--- src/rtl/oqpsk_pkg.sv ---
// rtl/oqpsk_pkg.sv - shared constants, types and half-sine table function for the O-QPSK modulator
// Contents:
//   SPC_DEF/DW_DEF/AMP_DEF  default samples/chip, sample width, peak magnitude
//   iq_sample_t             signed I/Q sample at the default width
//   rail_e                  rail selector for the boundary-slot toggle
//   hs_lut(n, spc, amp)     round(amp*sin(pi*n/(2*spc))), elaboration-time only
package oqpsk_pkg;

  localparam int SPC_DEF = 8;
  localparam int DW_DEF  = 4;
  localparam int AMP_DEF = 7;

  localparam real PI = 3.14159265358979;

  typedef logic signed [DW_DEF-1:0] iq_sample_t;

  typedef enum logic {
    RAIL_I = 1'b0,
    RAIL_Q = 1'b1
  } rail_e;

  // Only ever called with constant arguments to build a table, so the real
  // arithmetic folds away. The sine is non-negative over 0..2*spc-1, so
  // adding 0.5 before truncation gives round-to-nearest.
  function automatic int hs_lut(input int n, input int spc, input int amp);
    real x;
    x = real'(amp) * $sin(PI * real'(n) / real'(2 * spc));
    return $rtoi(x + 0.5);
  endfunction

endpackage

--- src/rtl/oqpsk_pulse_rail.sv ---
// rtl/oqpsk_pulse_rail.sv - one half-sine pulse generator rail (used for I and for Q)
// Ports:
//   clk, rst      sample clock, asynchronous active-high reset
//   start         begin a new 2*SPC-sample pulse (may land on the last sample of the previous one)
//   start_zero    the new pulse is all-zero (underrun slot)
//   start_neg     the new pulse is negated (chip 0)
//   active        a pulse (including a zero pulse) is in flight
//   next_sample   undelayed sample the rail shows in the following cycle
module oqpsk_pulse_rail
  import oqpsk_pkg::*;
#(
  parameter int SPC = SPC_DEF,
  parameter int DW  = DW_DEF,
  parameter int AMP = AMP_DEF
) (
  input  logic                 clk,
  input  logic                 rst,
  input  logic                 start,
  input  logic                 start_zero,
  input  logic                 start_neg,
  output logic                 active,
  output logic signed [DW-1:0] next_sample
);

  localparam int LEN = 2 * SPC;
  localparam int CW  = $clog2(LEN);
  localparam logic [CW-1:0] LAST = CW'(LEN - 1);

  logic signed [DW-1:0] lut [LEN];

  for (genvar g = 0; g < LEN; g++) begin : g_lut
    assign lut[g] = DW'(hs_lut(g, SPC, AMP));
  end

  logic [CW-1:0] cnt_q, cnt_d;
  logic          active_q, active_d;
  logic          neg_q, neg_d;
  logic          zero_q, zero_d;

  // cnt_q is the index of the sample currently on the undelayed rail.
  always_comb begin
    cnt_d    = cnt_q;
    active_d = active_q;
    neg_d    = neg_q;
    zero_d   = zero_q;
    if (start) begin
      cnt_d    = '0;
      active_d = 1'b1;
      neg_d    = start_neg;
      zero_d   = start_zero;
    end else if (active_q) begin
      if (cnt_q == LAST) begin
        active_d = 1'b0;
      end else begin
        cnt_d = cnt_q + 1'b1;
      end
    end
  end

  // Look ahead one cycle so the delay line can take a zero-delay tap
  // without an extra register stage.
  always_comb begin
    next_sample = '0;
    if (active_d && !zero_d) begin
      next_sample = neg_d ? -lut[cnt_d] : lut[cnt_d];
    end
  end

  always_ff @(posedge clk or posedge rst) begin
    if (rst) begin
      cnt_q    <= '0;
      active_q <= 1'b0;
      neg_q    <= 1'b0;
      zero_q   <= 1'b0;
    end else begin
      cnt_q    <= cnt_d;
      active_q <= active_d;
      neg_q    <= neg_d;
      zero_q   <= zero_d;
    end
  end

  assign active = active_q;

endmodule

--- src/rtl/oqpsk_iq_modulator.sv ---
// rtl/oqpsk_iq_modulator.sv - O-QPSK half-sine chip modulator with programmable output delay
// Ports:
//   clk, rst      16 MHz sample clock, asynchronous active-high reset
//   enable        accept chips at chip boundaries; when low, drain then idle
//   chip_in       chip value (1 -> +pulse, 0 -> -pulse), qualified by chip_valid
//   chip_valid    chip_in is valid
//   chip_ready    high in a boundary cycle while enabled
//   tau_in        output delay in samples, 0..7
//   I_out, Q_out  registered signed samples
//   busy          pulse in flight or delay line / outputs still non-zero
//   underrun      one-cycle strobe: enabled boundary without a valid chip
module oqpsk_iq_modulator
  import oqpsk_pkg::*;
#(
  parameter int SPC = SPC_DEF,
  parameter int DW  = DW_DEF,
  parameter int AMP = AMP_DEF
) (
  input  logic                 clk,
  input  logic                 rst,
  input  logic                 enable,
  input  logic                 chip_in,
  input  logic                 chip_valid,
  output logic                 chip_ready,
  input  logic [2:0]           tau_in,
  output logic signed [DW-1:0] I_out,
  output logic signed [DW-1:0] Q_out,
  output logic                 busy,
  output logic                 underrun
);

  localparam int PW    = $clog2(SPC);
  // Seven shift stages plus the output register give taps for 0..7 samples.
  localparam int DEPTH = 7;
  localparam logic [PW-1:0] PH_LAST = PW'(SPC - 1);

  logic [PW-1:0] phase_q, phase_d;
  rail_e         rail_q, rail_d;

  logic boundary;
  logic slot;
  logic start_i, start_q;
  logic active_i, active_q;
  logic signed [DW-1:0] next_i, next_q;

  logic signed [DW-1:0] dly_i_q [DEPTH];
  logic signed [DW-1:0] dly_i_d [DEPTH];
  logic signed [DW-1:0] dly_q_q [DEPTH];
  logic signed [DW-1:0] dly_q_d [DEPTH];
  logic signed [DW-1:0] i_out_q, i_out_d;
  logic signed [DW-1:0] q_out_q, q_out_d;
  logic                 line_nz;

  assign boundary = (phase_q == PH_LAST);
  assign slot     = enable & boundary;
  assign start_i  = slot & (rail_q == RAIL_I);
  assign start_q  = slot & (rail_q == RAIL_Q);

  oqpsk_pulse_rail #(.SPC(SPC), .DW(DW), .AMP(AMP)) u_rail_i (
    .clk         (clk),
    .rst         (rst),
    .start       (start_i),
    .start_zero  (~chip_valid),
    .start_neg   (~chip_in),
    .active      (active_i),
    .next_sample (next_i)
  );

  oqpsk_pulse_rail #(.SPC(SPC), .DW(DW), .AMP(AMP)) u_rail_q (
    .clk         (clk),
    .rst         (rst),
    .start       (start_q),
    .start_zero  (~chip_valid),
    .start_neg   (~chip_in),
    .active      (active_q),
    .next_sample (next_q)
  );

  // The phase keeps running while draining so the delay line empties; it
  // freezes only once everything is quiet and enable is low.
  always_comb begin
    phase_d = phase_q;
    rail_d  = rail_q;
    if (enable || busy) begin
      phase_d = (phase_q == PH_LAST) ? '0 : phase_q + 1'b1;
    end
    if (slot) begin
      rail_d = (rail_q == RAIL_I) ? RAIL_Q : RAIL_I;
    end
  end

  // dly_x_q[k] holds the undelayed rail sample from k cycles ago, so the
  // registered output at delay tau is loaded from stage tau-1 (or the
  // rail look-ahead for tau=0).
  always_comb begin
    dly_i_d[0] = next_i;
    dly_q_d[0] = next_q;
    for (int k = 1; k < DEPTH; k++) begin
      dly_i_d[k] = dly_i_q[k-1];
      dly_q_d[k] = dly_q_q[k-1];
    end
    if (tau_in == 3'd0) begin
      i_out_d = next_i;
      q_out_d = next_q;
    end else begin
      i_out_d = dly_i_q[tau_in - 3'd1];
      q_out_d = dly_q_q[tau_in - 3'd1];
    end
  end

  always_comb begin
    line_nz = (i_out_q != '0) || (q_out_q != '0);
    for (int k = 0; k < DEPTH; k++) begin
      line_nz = line_nz || (dly_i_q[k] != '0) || (dly_q_q[k] != '0);
    end
  end

  always_ff @(posedge clk or posedge rst) begin
    if (rst) begin
      phase_q <= PH_LAST;
      rail_q  <= RAIL_I;
      i_out_q <= '0;
      q_out_q <= '0;
      for (int k = 0; k < DEPTH; k++) begin
        dly_i_q[k] <= '0;
        dly_q_q[k] <= '0;
      end
    end else begin
      phase_q <= phase_d;
      rail_q  <= rail_d;
      i_out_q <= i_out_d;
      q_out_q <= q_out_d;
      for (int k = 0; k < DEPTH; k++) begin
        dly_i_q[k] <= dly_i_d[k];
        dly_q_q[k] <= dly_q_d[k];
      end
    end
  end

  // Reset holds phase at the boundary, so the handshake strobes are masked
  // by rst to keep them low while reset is asserted.
  assign chip_ready = slot & ~rst;
  assign underrun   = slot & ~chip_valid & ~rst;
  assign busy       = active_i | active_q | line_nz;
  assign I_out      = i_out_q;
  assign Q_out      = q_out_q;

endmodule
--- config.mk ---
export PLATFORM = sky130hd
export DESIGN_NAME = oqpsk_iq_modulator
export DESIGN_NICKNAME = d
export VERILOG_FILES = /design/src/rtl/oqpsk_pkg.sv /design/src/rtl/oqpsk_pulse_rail.sv /design/src/rtl/oqpsk_iq_modulator.sv
export SDC_FILE = /design/constraint.sdc
export NUM_CORES = 1
export LEC_CHECK = 0
export BUFFER_PORTS_ARGS = -buffer_cell sky130_fd_sc_hd__buf_2
export CORE_MARGIN = 4
export CORE_UTILIZATION = 65
export CTS_CLUSTER_DIAMETER = 50
export DETAILED_ROUTE_END_ITERATION = 10
export PLACE_DENSITY = 0.93
export SYNTH_ARGS = -nofsm -noshare
export SYNTH_HDL_FRONTEND = slang
export SYNTH_SLANG_ARGS = --single-unit
--- constraint.sdc ---
create_clock -name clk -period 6.4 [get_ports clk]
set_input_delay 0.64 -clock clk [delete_from_list [all_inputs] [get_ports clk]]
set_output_delay 0.64 -clock clk [all_outputs]
set_load 0.05 [all_outputs]
==> run summary <==
The number of setup buffers added after CTS came out at 0. The post-place setup slack is 2.68 ns. The number of endpoints with negative hold slack in the final report is 0.

The total global-route track usage is 0.248. The sink count of the clock tree is 82. The finished layout holds 428 standard cells, fillers aside. The initial standard-cell utilization of the core came out at 0.682. The height of the die came out at 84.7 um. The number of global-route vias before repair came out at 2789.

The global-route wire length before repair came out at 13900 um. Setup slack on the worst reg-to-reg path comes out at 2.55 ns. The worst supply voltage drop on vdd came out at 0.000346 V. During synthesis, Yosys emitted a total of 0 warnings.

For this design the ratio of total power to cell area is 545 nW/um^2. The number of inserted diodes is 0. The area used by sequential logic in the layout came out at 2060 um^2. The max-capacitance violation count came out at 0.

The number of clock buffers inserted by TritonCTS is 9. After synthesis, the cell types taking the most area are dfrtp_1 (52%), mux4_2 (4.7%), ha_1 (4.6%). The floorplan step defined a die boundary enclosing 7180 um^2.

For this block, the routed nets add up to 8320 um of wire. Sorting the synthesized cells by how often they occur yields dfrtp_1 (79), nand2_1 (30), nor2_1 (21). The peak clock frequency supported by timing is 0.260 GHz. The worst hold path terminates at dly_q_d[18].

The count of input and output buffers came out at 18. The post-synthesis instance area is 3820 um^2. At the worst endpoint, the required time is 6.61 ns. The horizontal die dimension is 84.7 um. The hold buffer count at cts is 0.

The HPWL after detailed placement came out at 5800 um. The proportion of synthesized flip-flops having asynchronous set or reset is 1.00. The clock tree synthesis step divided the H-tree into 3 levels. The peak fanout along the critical path came out at 10. For this design the top-level I/O count stands at 19.

The share of synthesized area in the top cell type comes to 0.517. The number of synthesized register bits is 82. The per-cell via count in the routed design came out at 6.71. The post-cts sizing count is 0. The slew of the pin with the lowest slew margin came out at 1.08 ns.

The most common cell in the netlist is dfrtp_1. The startpoint identified for the worst hold timing path is dly_q_d[22]. Setup total negative slack on the finished layout was measured at 0 ns. The worst setup path is captured at a flip-flop. After clock tree synthesis, the clock-pin slew on the worst setup and hold paths is 0.08 ns. The total overflow left after global routing is 0. The number of detailed-route iterations in the first pass is 5. The number of DRC markers in iteration 0 came out at 255.

The total vias in the final route is 2870. After synthesis, the mean cell area works out to 11.4 um^2. Setup repair after global routing left no endpoint under its margin. The cell count after synthesis came out at 336. Counting the fill cells in the layout gives 376.

Routability-driven placement finished with a final weighted congestion of 0.981. The number of enable flip-flop cells after synthesis came out at 0. The setup path with the least slack is of type reg2reg. The area of the placeable core came out at 5610 um^2. The number of cells in the design after placement is 412. The clock arrives with 0.0115 ns of skew. The worst slew margin relative to its limit is 0.278. The total nets after synthesis is 358. Summed over all instances, the cell type with the most area after synthesis is dfrtp_1.

Setup violations remaining at the end of the flow were counted as 0. The clock network latency to the later pin of the worst-skew pair is 0.36 ns. The critical path arrival came out at 4.06 ns. The number of antenna violations at the first check in global routing came out at 0. The leakage component of the power is 0.00195 uW.

The cell depth of the worst flop-to-flop path is 13. The flow ran to the end, and the final reports show no timing, DRC or antenna violations. No sink is reached through more buffers than the 2 on the longest clock path. The share of the yosys chip area belonging to registers is 0.537. Once layout is complete, the utilization of the core stands at 0.734.

The fraction of layout instances using a drive strength above 1 is 0.152. The maximum number of pins on one net before global-route repair is 83. The residual antenna-violating net count after detailed routing came out at 0.

The class of the worst hold path is reg2reg. The average routed wire per standard cell is 19.4 um. The hold path depth came out at 0. The most used flip-flop cell after synthesis is dfrtp_1. The minimum clock period after layout came out at 3.85 ns. The smallest setup slack after layout is 2.55 ns.

The worst setup path is launched from a flip-flop. In this run the critical register-to-register path is captured at Q_out[1]. The number of pins exceeding their max-slew limit in the final report came to 0. After layout, the design draws a total of 2240 uW.

Dividing the final minimum period by the clock period gives 0.601. The startpoint of the worst-slack reg-to-reg timing path is u_rail_q.cnt_q[0]. The root buffer cell chosen for the clock tree is clkbuf_8. The clock tree from TritonCTS is yes.

The post-synthesis to final-layout area growth came out at 7.69%. Row generation in the floorplan step produced 27 rows. In the routed design, unresolved DRC markers number 0. The multi-input combinational cell area came out at 1620 um^2. The number of nets in the layout came out at 373.

Synthesis instantiated 57 different standard cells from the library.
worst max-delay path by stage:
stage | cells past startpoint | start | endpoint
after floorplan | 14 | u_rail_q.cnt_q[1] | Q_out[1]
after global placement | 13 | u_rail_q.cnt_q[0] | Q_out[1]
after detailed placement | 13 | u_rail_q.cnt_q[0] | Q_out[1]
final | 13 | u_rail_q.cnt_q[0] | Q_out[1]
after global routing | 13 | u_rail_q.cnt_q[0] | Q_out[1]
after CTS | 13 | u_rail_q.cnt_q[0] | Q_out[1]
worst max-delay path: stages (launching register included):
cell and delay, ns:
dfrtp_1 0.53, ha_1 0.40, nand3_1 0.14, nand2_1 0.24, mux2_2 0.41, nand2_1 0.10, inv_1 0.08, ha_1 0.33
nor2_1 0.06, o2bb2ai_1 0.12, a311oi_1 0.58, ha_1 0.36, a22oi_1 0.24, o21ai_0 0.12
placed cells by master, fill, tap and decap left out, types with 6 or more instances in the layout:
| cell type | synthesis | layout |
|---|---|---|
| o21ai_0 | 7 | 7 |
| nand2_1 | 30 | 30 |
| mux4_2 | 8 | 8 |
| nand4_1 | 6 | 6 |
| mux2_2 | 6 | 6 |
| o211ai_1 | 12 | 12 |
| inv_1 | 16 | 15 |
| clkbuf_8 | 0 | 9 |
| dfrtp_1 | 79 | 79 |
| nor3_1 | 7 | 7 |
| mux2i_1 | 11 | 11 |
| ha_1 | 14 | 14 |
| nor2_1 | 21 | 21 |
| nor4_1 | 18 | 18 |
| nand3_1 | 13 | 13 |
| a21oi_1 | 7 | 7 |
| nand2b_1 | 6 | 6 |
| buf_2 | 8 | 18 |
cell type report:
class,count,share of cell area
clock buffers,12,0.0328
clock inverters,4,0.0125
inverters,17,0.0158
multi-input cells,222,0.394
flip-flops and latches,82,0.499
well taps,72,0.0219
repair buffers,19,0.0237
state kept, by name, summed over array words and instances, names as in the netlist, 3 cells and up:
| name | count |
|---|---|
| Q_out | 4 |
| I_out | 4 |
| u_rail_i.cnt_q | 4 |
| u_rail_q.cnt_q | 4 |
| dly_i_d | 24 |
| dly_q_q | 4 |
| phase_q | 3 |
| dly_i_q | 4 |
| dly_q_d | 24 |
kinds of logic (layout without fill, tap and decap cells):
kind of cell	Yosys count	count (layout)	share of synthesized area
xor gates and xnor gates	5	5	0.0115
AOI/OAI and AO/OA	56	56	0.107
adders and majority gates	14	14	0.0458
buffers and inverters	32	52	0.0379
and+or+nand+nor	121	121	0.164
muxes	26	26	0.0965
DFF	82	82	0.537
metal layers:
layer	share of wire	vias up	GRT usage
met5	0	-	0
met4	0.029	0	0.0835
met3	0.085	32	0.0873
met2	0.49	155	0.388
met1	0.40	1409	0.325
li1	-	1274	-
power breakdown:
group          internal (uW)  switching, uW  leakage [uW]
combinational            411            593      0.000785
clock                    182            179     0.0000910
sequential               688            191       0.00107
total                   1280            964       0.00195
through the flow:
| stage | hold WS [ns] | area [um^2] |
|---|---|---|
| after floorplan | 0.369 | 3820 |
| after global placement | 0.379 | 3930 |
| after detailed placement | 0.387 | 3930 |
| after CTS | 0.405 | 4120 |
| after global routing | 0.419 | 4120 |
| final | 0.401 | 4120 |
Note: power is estimated with default switching activity, not from simulation.
